[src/rtl/pairing_in_loader_if.sv]
// Host-to-loader bus for pairing_in_loader: host write beats, run control and the
// shared core-input bus. Master is the host side, slave is the loader.
interface pairing_in_loader_if #(
    parameter int unsigned N_CORES = 7,
    parameter int unsigned HOST_W  = 64,
    parameter int unsigned DATA_W  = 512
);
    logic                wr_valid;
    logic                wr_ready;
    logic [12:0]         wr_addr;
    logic [HOST_W-1:0]   wr_data;
    logic                start;
    logic [3:0]          func_in;
    logic [N_CORES-1:0]  extin_en;
    logic [7:0]          extin_addr;
    logic [DATA_W-1:0]   extin_data;
    logic                run;
    logic [3:0]          n_func;
    logic                busy;
    logic                err_addr;

    modport master (
        output wr_valid, wr_addr, wr_data, start, func_in,
        input  wr_ready, extin_en, extin_addr, extin_data, run, n_func, busy, err_addr
    );

    modport slave (
        input  wr_valid, wr_addr, wr_data, start, func_in,
        output wr_ready, extin_en, extin_addr, extin_data, run, n_func, busy, err_addr
    );
endinterface

[src/rtl/pairing_in_loader.sv]
// Assembles HOST_W-bit host beats into DATA_W-bit words, strobes them into one of
// N_CORES pairing cores, and issues a run pulse once all loaded words are delivered.
// Optional macro LOADER_BROADCAST_EN: core index 5'h1F writes all cores at once.
module pairing_in_loader #(
    parameter int unsigned N_CORES = 7,
    parameter int unsigned HOST_W  = 64,
    parameter int unsigned DATA_W  = 512
) (
    input logic             clk,
    input logic             CPU_RESET,
    pairing_in_loader_if.slave bus
);
    localparam int unsigned BEATS = DATA_W / HOST_W;
    localparam int unsigned BW    = $clog2(BEATS);
    localparam logic [BW-1:0] LastBeat = BW'(BEATS - 1);

    typedef enum logic [1:0] {StIdle, StDrain, StRun} state_e;

    state_e              r_state;
    state_e              w_state_next;
    logic [BW-1:0]       r_beat;
    logic [DATA_W-1:0]   r_asm;
    logic [4:0]          r_core;
    logic [7:0]          r_waddr;
    logic [N_CORES-1:0]  r_en;
    logic [7:0]          r_addr;
    logic [DATA_W-1:0]   r_data;
    logic [3:0]          r_func;
    logic                r_err;

    logic                w_beat_acc;
    logic                w_last;
    logic                w_word_done;
    logic                w_start_acc;
    logic                w_core_legal;
    logic                w_bcast;
    logic [N_CORES-1:0]  w_mask;
    logic [DATA_W-1:0]   w_word;

    assign w_beat_acc  = bus.wr_valid && (r_state == StIdle);
    assign w_last      = (r_beat == LastBeat);
    assign w_word_done = w_beat_acc && w_last;
    // With BEATS >= 2 a same-cycle beat only leaves the counter at 0 if it is the last one
    assign w_start_acc = (r_state == StIdle) && bus.start &&
                         (w_beat_acc ? w_last : (r_beat == '0));

    // r_core was latched on beat 0, which always precedes the final beat
    assign w_core_legal = (32'(r_core) < N_CORES);
`ifdef LOADER_BROADCAST_EN
    assign w_bcast = (r_core == 5'h1F);
`else
    assign w_bcast = 1'b0;
`endif

    // Strobe pattern and assembled word for the beat being accepted
    always_comb begin
        w_mask = '0;
        if (w_core_legal) begin
            w_mask = N_CORES'(1) << r_core;
        end else if (w_bcast) begin
            w_mask = '1;
        end
        w_word = r_asm;
        w_word[r_beat*HOST_W +: HOST_W] = bus.wr_data;
    end

    // Next-state logic for the start/drain/run sequence
    always_comb begin
        w_state_next = r_state;
        case (r_state)
            StIdle:  if (w_start_acc) w_state_next = StDrain;
            StDrain: if (r_en == '0) w_state_next = StRun;
            StRun:   w_state_next = StIdle;
            default: w_state_next = StIdle;
        endcase
    end

    // State register
    always_ff @(posedge clk) begin
        if (CPU_RESET) begin
            r_state <= StIdle;
        end else begin
            r_state <= w_state_next;
        end
    end

    // Beat assembly, core strobe, function code and sticky error
    always_ff @(posedge clk) begin
        if (CPU_RESET) begin
            r_beat  <= '0;
            r_asm   <= '0;
            r_core  <= '0;
            r_waddr <= '0;
            r_en    <= '0;
            r_addr  <= '0;
            r_data  <= '0;
            r_func  <= '0;
            r_err   <= 1'b0;
        end else begin
            r_en <= '0;
            if (w_beat_acc) begin
                r_asm  <= w_word;
                r_beat <= w_last ? '0 : r_beat + 1'b1;
                if (r_beat == '0) begin
                    r_core  <= bus.wr_addr[12:8];
                    r_waddr <= bus.wr_addr[7:0];
                end
            end
            if (w_word_done) begin
                r_data <= w_word;
                r_addr <= r_waddr;
                r_en   <= w_mask;
                if (!w_core_legal && !w_bcast) begin
                    r_err <= 1'b1;
                end
            end
            if (w_start_acc) begin
                r_func <= bus.func_in;
            end
        end
    end

    assign bus.wr_ready   = (r_state == StIdle);
    assign bus.run        = (r_state == StRun);
    assign bus.busy       = (r_state != StIdle) || (r_beat != '0);
    assign bus.extin_en   = r_en;
    assign bus.extin_addr = r_addr;
    assign bus.extin_data = r_data;
    assign bus.n_func     = r_func;
    assign bus.err_addr   = r_err;
endmodule

[src/flat_wrapper.sv]
// flat-port wrapper written by rule: the top's interface ports become plain ports
module pairing_in_loader_flat 
#(
    parameter int unsigned N_CORES = 7,
    parameter int unsigned HOST_W  = 64,
    parameter int unsigned DATA_W  = 512
)
  (clk, CPU_RESET, bus_wr_valid, bus_wr_addr, bus_wr_data, bus_start, bus_func_in, bus_wr_ready, bus_extin_en, bus_extin_addr, bus_extin_data, bus_run, bus_n_func, bus_busy, bus_err_addr);
  pairing_in_loader_if #(.N_CORES(N_CORES), .HOST_W(HOST_W), .DATA_W(DATA_W)) bus_i ();
  input logic clk;
  input logic CPU_RESET;
  input wire logic [$bits(bus_i.wr_valid)-1:0] bus_wr_valid;
  input wire logic [$bits(bus_i.wr_addr)-1:0] bus_wr_addr;
  input wire logic [$bits(bus_i.wr_data)-1:0] bus_wr_data;
  input wire logic [$bits(bus_i.start)-1:0] bus_start;
  input wire logic [$bits(bus_i.func_in)-1:0] bus_func_in;
  output wire logic [$bits(bus_i.wr_ready)-1:0] bus_wr_ready;
  output wire logic [$bits(bus_i.extin_en)-1:0] bus_extin_en;
  output wire logic [$bits(bus_i.extin_addr)-1:0] bus_extin_addr;
  output wire logic [$bits(bus_i.extin_data)-1:0] bus_extin_data;
  output wire logic [$bits(bus_i.run)-1:0] bus_run;
  output wire logic [$bits(bus_i.n_func)-1:0] bus_n_func;
  output wire logic [$bits(bus_i.busy)-1:0] bus_busy;
  output wire logic [$bits(bus_i.err_addr)-1:0] bus_err_addr;
  assign bus_i.wr_valid = bus_wr_valid;
  assign bus_i.wr_addr = bus_wr_addr;
  assign bus_i.wr_data = bus_wr_data;
  assign bus_i.start = bus_start;
  assign bus_i.func_in = bus_func_in;
  assign bus_wr_ready = bus_i.wr_ready;
  assign bus_extin_en = bus_i.extin_en;
  assign bus_extin_addr = bus_i.extin_addr;
  assign bus_extin_data = bus_i.extin_data;
  assign bus_run = bus_i.run;
  assign bus_n_func = bus_i.n_func;
  assign bus_busy = bus_i.busy;
  assign bus_err_addr = bus_i.err_addr;
  pairing_in_loader #(.N_CORES(N_CORES), .HOST_W(HOST_W), .DATA_W(DATA_W)) u_core (.clk(clk), .CPU_RESET(CPU_RESET), .bus(bus_i));
endmodule
[config.mk]
export PLATFORM = sky130hd
export DESIGN_NAME = pairing_in_loader_flat
export DESIGN_NICKNAME = d
export VERILOG_FILES = /design/src/rtl/pairing_in_loader_if.sv /design/src/rtl/pairing_in_loader.sv /design/src/flat_wrapper.sv
export SDC_FILE = /design/constraint.sdc
export NUM_CORES = 2
export LEC_CHECK = 0
export ABC_AREA = 1
export CAP_MARGIN = 20
export CORE_MARGIN = 3
export CORE_UTILIZATION = 25
export CTS_CLUSTER_DIAMETER = 40
export CTS_CLUSTER_SIZE = 25
export DETAILED_ROUTE_END_ITERATION = 6
export DONT_BUFFER_PORTS = 1
export GPL_ROUTABILITY_DRIVEN = 0
export GPL_TIMING_DRIVEN = 0
export PLACE_DENSITY = 0.45
export SLEW_MARGIN = 15
export SYNTH_ARGS = -nofsm -noshare
export SYNTH_HDL_FRONTEND = slang
export SYNTH_SLANG_ARGS = --single-unit
[constraint.sdc]
create_clock -name clk -period 3.14 [get_ports clk]
set_input_delay 0.628 -clock clk [delete_from_list [all_inputs] [get_ports clk]]
set_output_delay 0.628 -clock clk [all_outputs]
set_load 0.02 [all_outputs]
==> results.json <==
{
  "cp_slowest_cell": "dfxtp_2",
  "post-route-util": 0.311,
  "synth_ff_type": "dfxtp_1",
  "clk_pin_slew_ns": 0.06,
  "total_power_mw": 41.3,
  "final_net_count": 6625,
  "crit_family": "buffers and inverters",
  "synthesis.area_sq_um": 44800,
  "finClkSkew_ns": 0.0426,
  "r2r-start": "u_core.r_beat[0]$_SDFFE_PP0P_",
  "grt_pass1_wl_um": 307000,
  "die_h_um": 430,
  "finalMaxSlewViolations": 0,
  "hold_viol": 0,
  "cts-htree-levels": 4,
  "grt_max_degree": 18,
  "rsz0062_at_grt": "false",
  "synth_largest_area_cell": "dfxtp_1",
  "power_leakage_nw": 25.1,
  "die_area_sq_um": 185000,
  "dp_cells": 8660,
  "cap_violations": 0,
  "drtPass1Iterations": 6,
  "path_max_fanout": 10,
  "min_period_ns": 3.03,
  "worstPathArrival_ns": 3.82,
  "fp.coreArea_sq_um": 177000,
  "crit_chain": "inv_2, ha_1, ha_1, inv_2, nand3_1, buf_4, nor2_2, buf_4, buf_4, nand3_1, nand3_1, nand2_1, inv_1",
  "synth.top_cell.area_share": 0.474,
  "drc": 0,
  "insertion_delay_ns": 0.83,
  "crit_path_end_kind": "flop",
  "vias_per_cell": 4.89,
  "wl_per_cell_um": 24.5,
  "place_area_sq_um": 47800,
  "timing.rr.end": "u_core.bus.extin_data[426]$_SDFFE_PP0N_",
  "synthToLayoutAreaGrowth_pct": 23.1,
  "worst-path-stages": 13,
  "final_cells": 9071,
  "synth.most_common_cell": "dfxtp_1",
  "ys_seq_area_frac": 0.474,
  "io_pins": 620,
  "yosysUniqueCellTypes": 23,
  "worst_slack_ns": 0.106,
  "vias": 44345,
  "cp.buffers_inverters": 6,
  "fp-row-count": 154,
  "path_class": "flop to flop",
  "cpPeakStageDelay_ns": 0.42,
  "min_path_cells": 4,
  "port_buffers": 0,
  "outcome": "finished clean",
  "pre_cts_slack_ns": -1.01,
  "hold_slack_ns": 0.136,
  "cts_tree": "yes",
  "synth_area_leaders": "dfxtp_1 (47%), nand2_1 (8.1%), nand3_1 (7.1%)",
  "power_density_nw_per_um2": 748,
  "min_period_over_period": 0.966,
  "initial_utilization": 0.253,
  "synthTopCellsByCount": "dfxtp_1 (1062), nand2_1 (973), nor2_1 (681)",
  "synth_edf_count": 0,
  "cp-start-kind": "flop",
  "antenna_found_initial": 22,
  "drive_above_1_share": 0.0959,
  "grt_use_total": 0.230,
  "irDropWorstVdd_mv": 0.474,
  "die_w_um": 430,
  "hp-class": "primary input to flop",
  "netlist_instances": 6318,
  "syn_avg_cell_area_sq_um": 7.10,
  "cp.required_ns": 3.93,
  "root_buffer": "clkbuf_16",
  "cts_sinks": 1062,
  "worstRegToRegCells": 13,
  "fmax_mhz": 330,
  "clk_path_buf_depth": 3,
  "synthArstFlopShare": 0,
  "grt_pass1_vias": 41984,
  "syn-num-nets": 6408,
  "antenna_left": 0,
  "yosys_warnings": 0,
  "fin_area_sq_um": 55200,
  "min_to": "u_core.bus.extin_data[47]$_SDFFE_PP0N_",
  "synth-seq-cells": 1062,
  "numCtsBuffers": 193,
  "worstMarginPinSlew_ns": 1.15,
  "hp-start": "bus_wr_data[47]",
  "drt_wl_total_um": 222000,
  "r2r_slack_ns": 0.11,
  "dp_hpwl_um": 171000,
  "dr.first_iter.drc_count": 3767,
  "overflow": 0,
  "relSlewSlack": 0.229,
  "finalSetupViolCount": 0,
  "tns_ns": 0
}
[sequential cells by signal (all words and copies together) (netlist names)]
name	cells
u_core.bus.err_addr	1
u_core.bus.extin_addr	8
u_core.bus.extin_data	512
u_core.bus.extin_en	7
u_core.bus.n_func	4
u_core.r_asm	512
u_core.r_beat	3
u_core.r_core	5
u_core.r_state	2
u_core.r_waddr	8
[layer usage]
metal	GRT usage	routed length, um	up-vias
li1	-	-	21148
met1	0.253	84100	21156
met2	0.392	107000	1617
met3	0.0607	16000	424
met4	0.148	15100	0
met5	0	0	-
[cell usage in the layout, fill, tap and decap left out, types with 28 or more instances in the layout]
cell / Yosys / layout
dfxtp_1: 1062 / 1061
inv_6: 0 / 28
buf_1: 42 / 32
nor2_1: 681 / 670
a21oi_1: 570 / 564
o21ai_0: 539 / 539
nand2_1: 973 / 971
nand3_1: 640 / 637
clkbuf_16: 0 / 195
inv_1: 619 / 619
clkbuf_1: 241 / 255
o21ai_1: 548 / 540
buf_2: 215 / 202
o21a_1: 128 / 128
[worst reg2reg max path: cells and delay by family, from the launching register on]
kind | cells | cell delay [ns]
DFF | 1 | 0.42
adders and majority gates | 2 | 0.56
and+or+nand+nor | 5 | 0.85
buffers and inverters | 6 | 1.14
[worst max-delay path by stage]
stage	startpoint	to	slack (ns)
floorplan	u_core.r_beat[0]$_SDFFE_PP0P_	u_core.r_asm[200]$_SDFFE_PP0P_	0.96
global placement	CPU_RESET	u_core.r_core[4]$_SDFFE_PP0P_	-1.12
detailed placement	u_core.r_beat[0]$_SDFFE_PP0P_	u_core.bus.extin_data[312]$_SDFFE_PP0N_	-1.01
CTS	u_core.r_beat[0]$_SDFFE_PP0P_	u_core.bus.extin_data[311]$_SDFFE_PP0N_	0.005
global route	u_core.r_beat[0]$_SDFFE_PP0P_	u_core.bus.extin_data[222]$_SDFFE_PP0N_	0.005
finish	u_core.r_beat[0]$_SDFFE_PP0P_	u_core.bus.extin_data[426]$_SDFFE_PP0N_	0.11
[power breakdown]
group / total, mW / switching [mW] / leakage [nW] / internal, mW
combinational: 4.72 / 3.55 / 13.1 / 1.17
sequential: 14.5 / 0.368 / 8.66 / 14.2
clock: 22.0 / 8.04 / 3.31 / 14.0
[timing repair]
item                                   4_1_cts  5_1_grt
setup endpoints to repair                  866      190
pin swaps                                    1        0
setup buffers                                2        0
endpoints found under the hold margin       17        0
gates resized for setup                     59       22
hold buffers                                17        0
[cell families after synthesis]
family          Yosys count  synth area share
compound gates         1807             0.210
flops                  1062             0.474
fa+ha+maj                 5           0.00139
simple gates           2303             0.212
buf+inv                1141             0.103
[final cells by class]
cell class	instances	area, sq um
well taps	2340	2930
flip-flops and latches	1062	21300
repair buffers	23	239
inverters	626	2350
multi-input cells	4115	19100
clock inverters	123	1640
clock buffers	241	5250
plain buffers	514	2340
diodes	27	67.6
fillers	19137	122000
No activity file was read; power rests on OpenSTA's default activity.
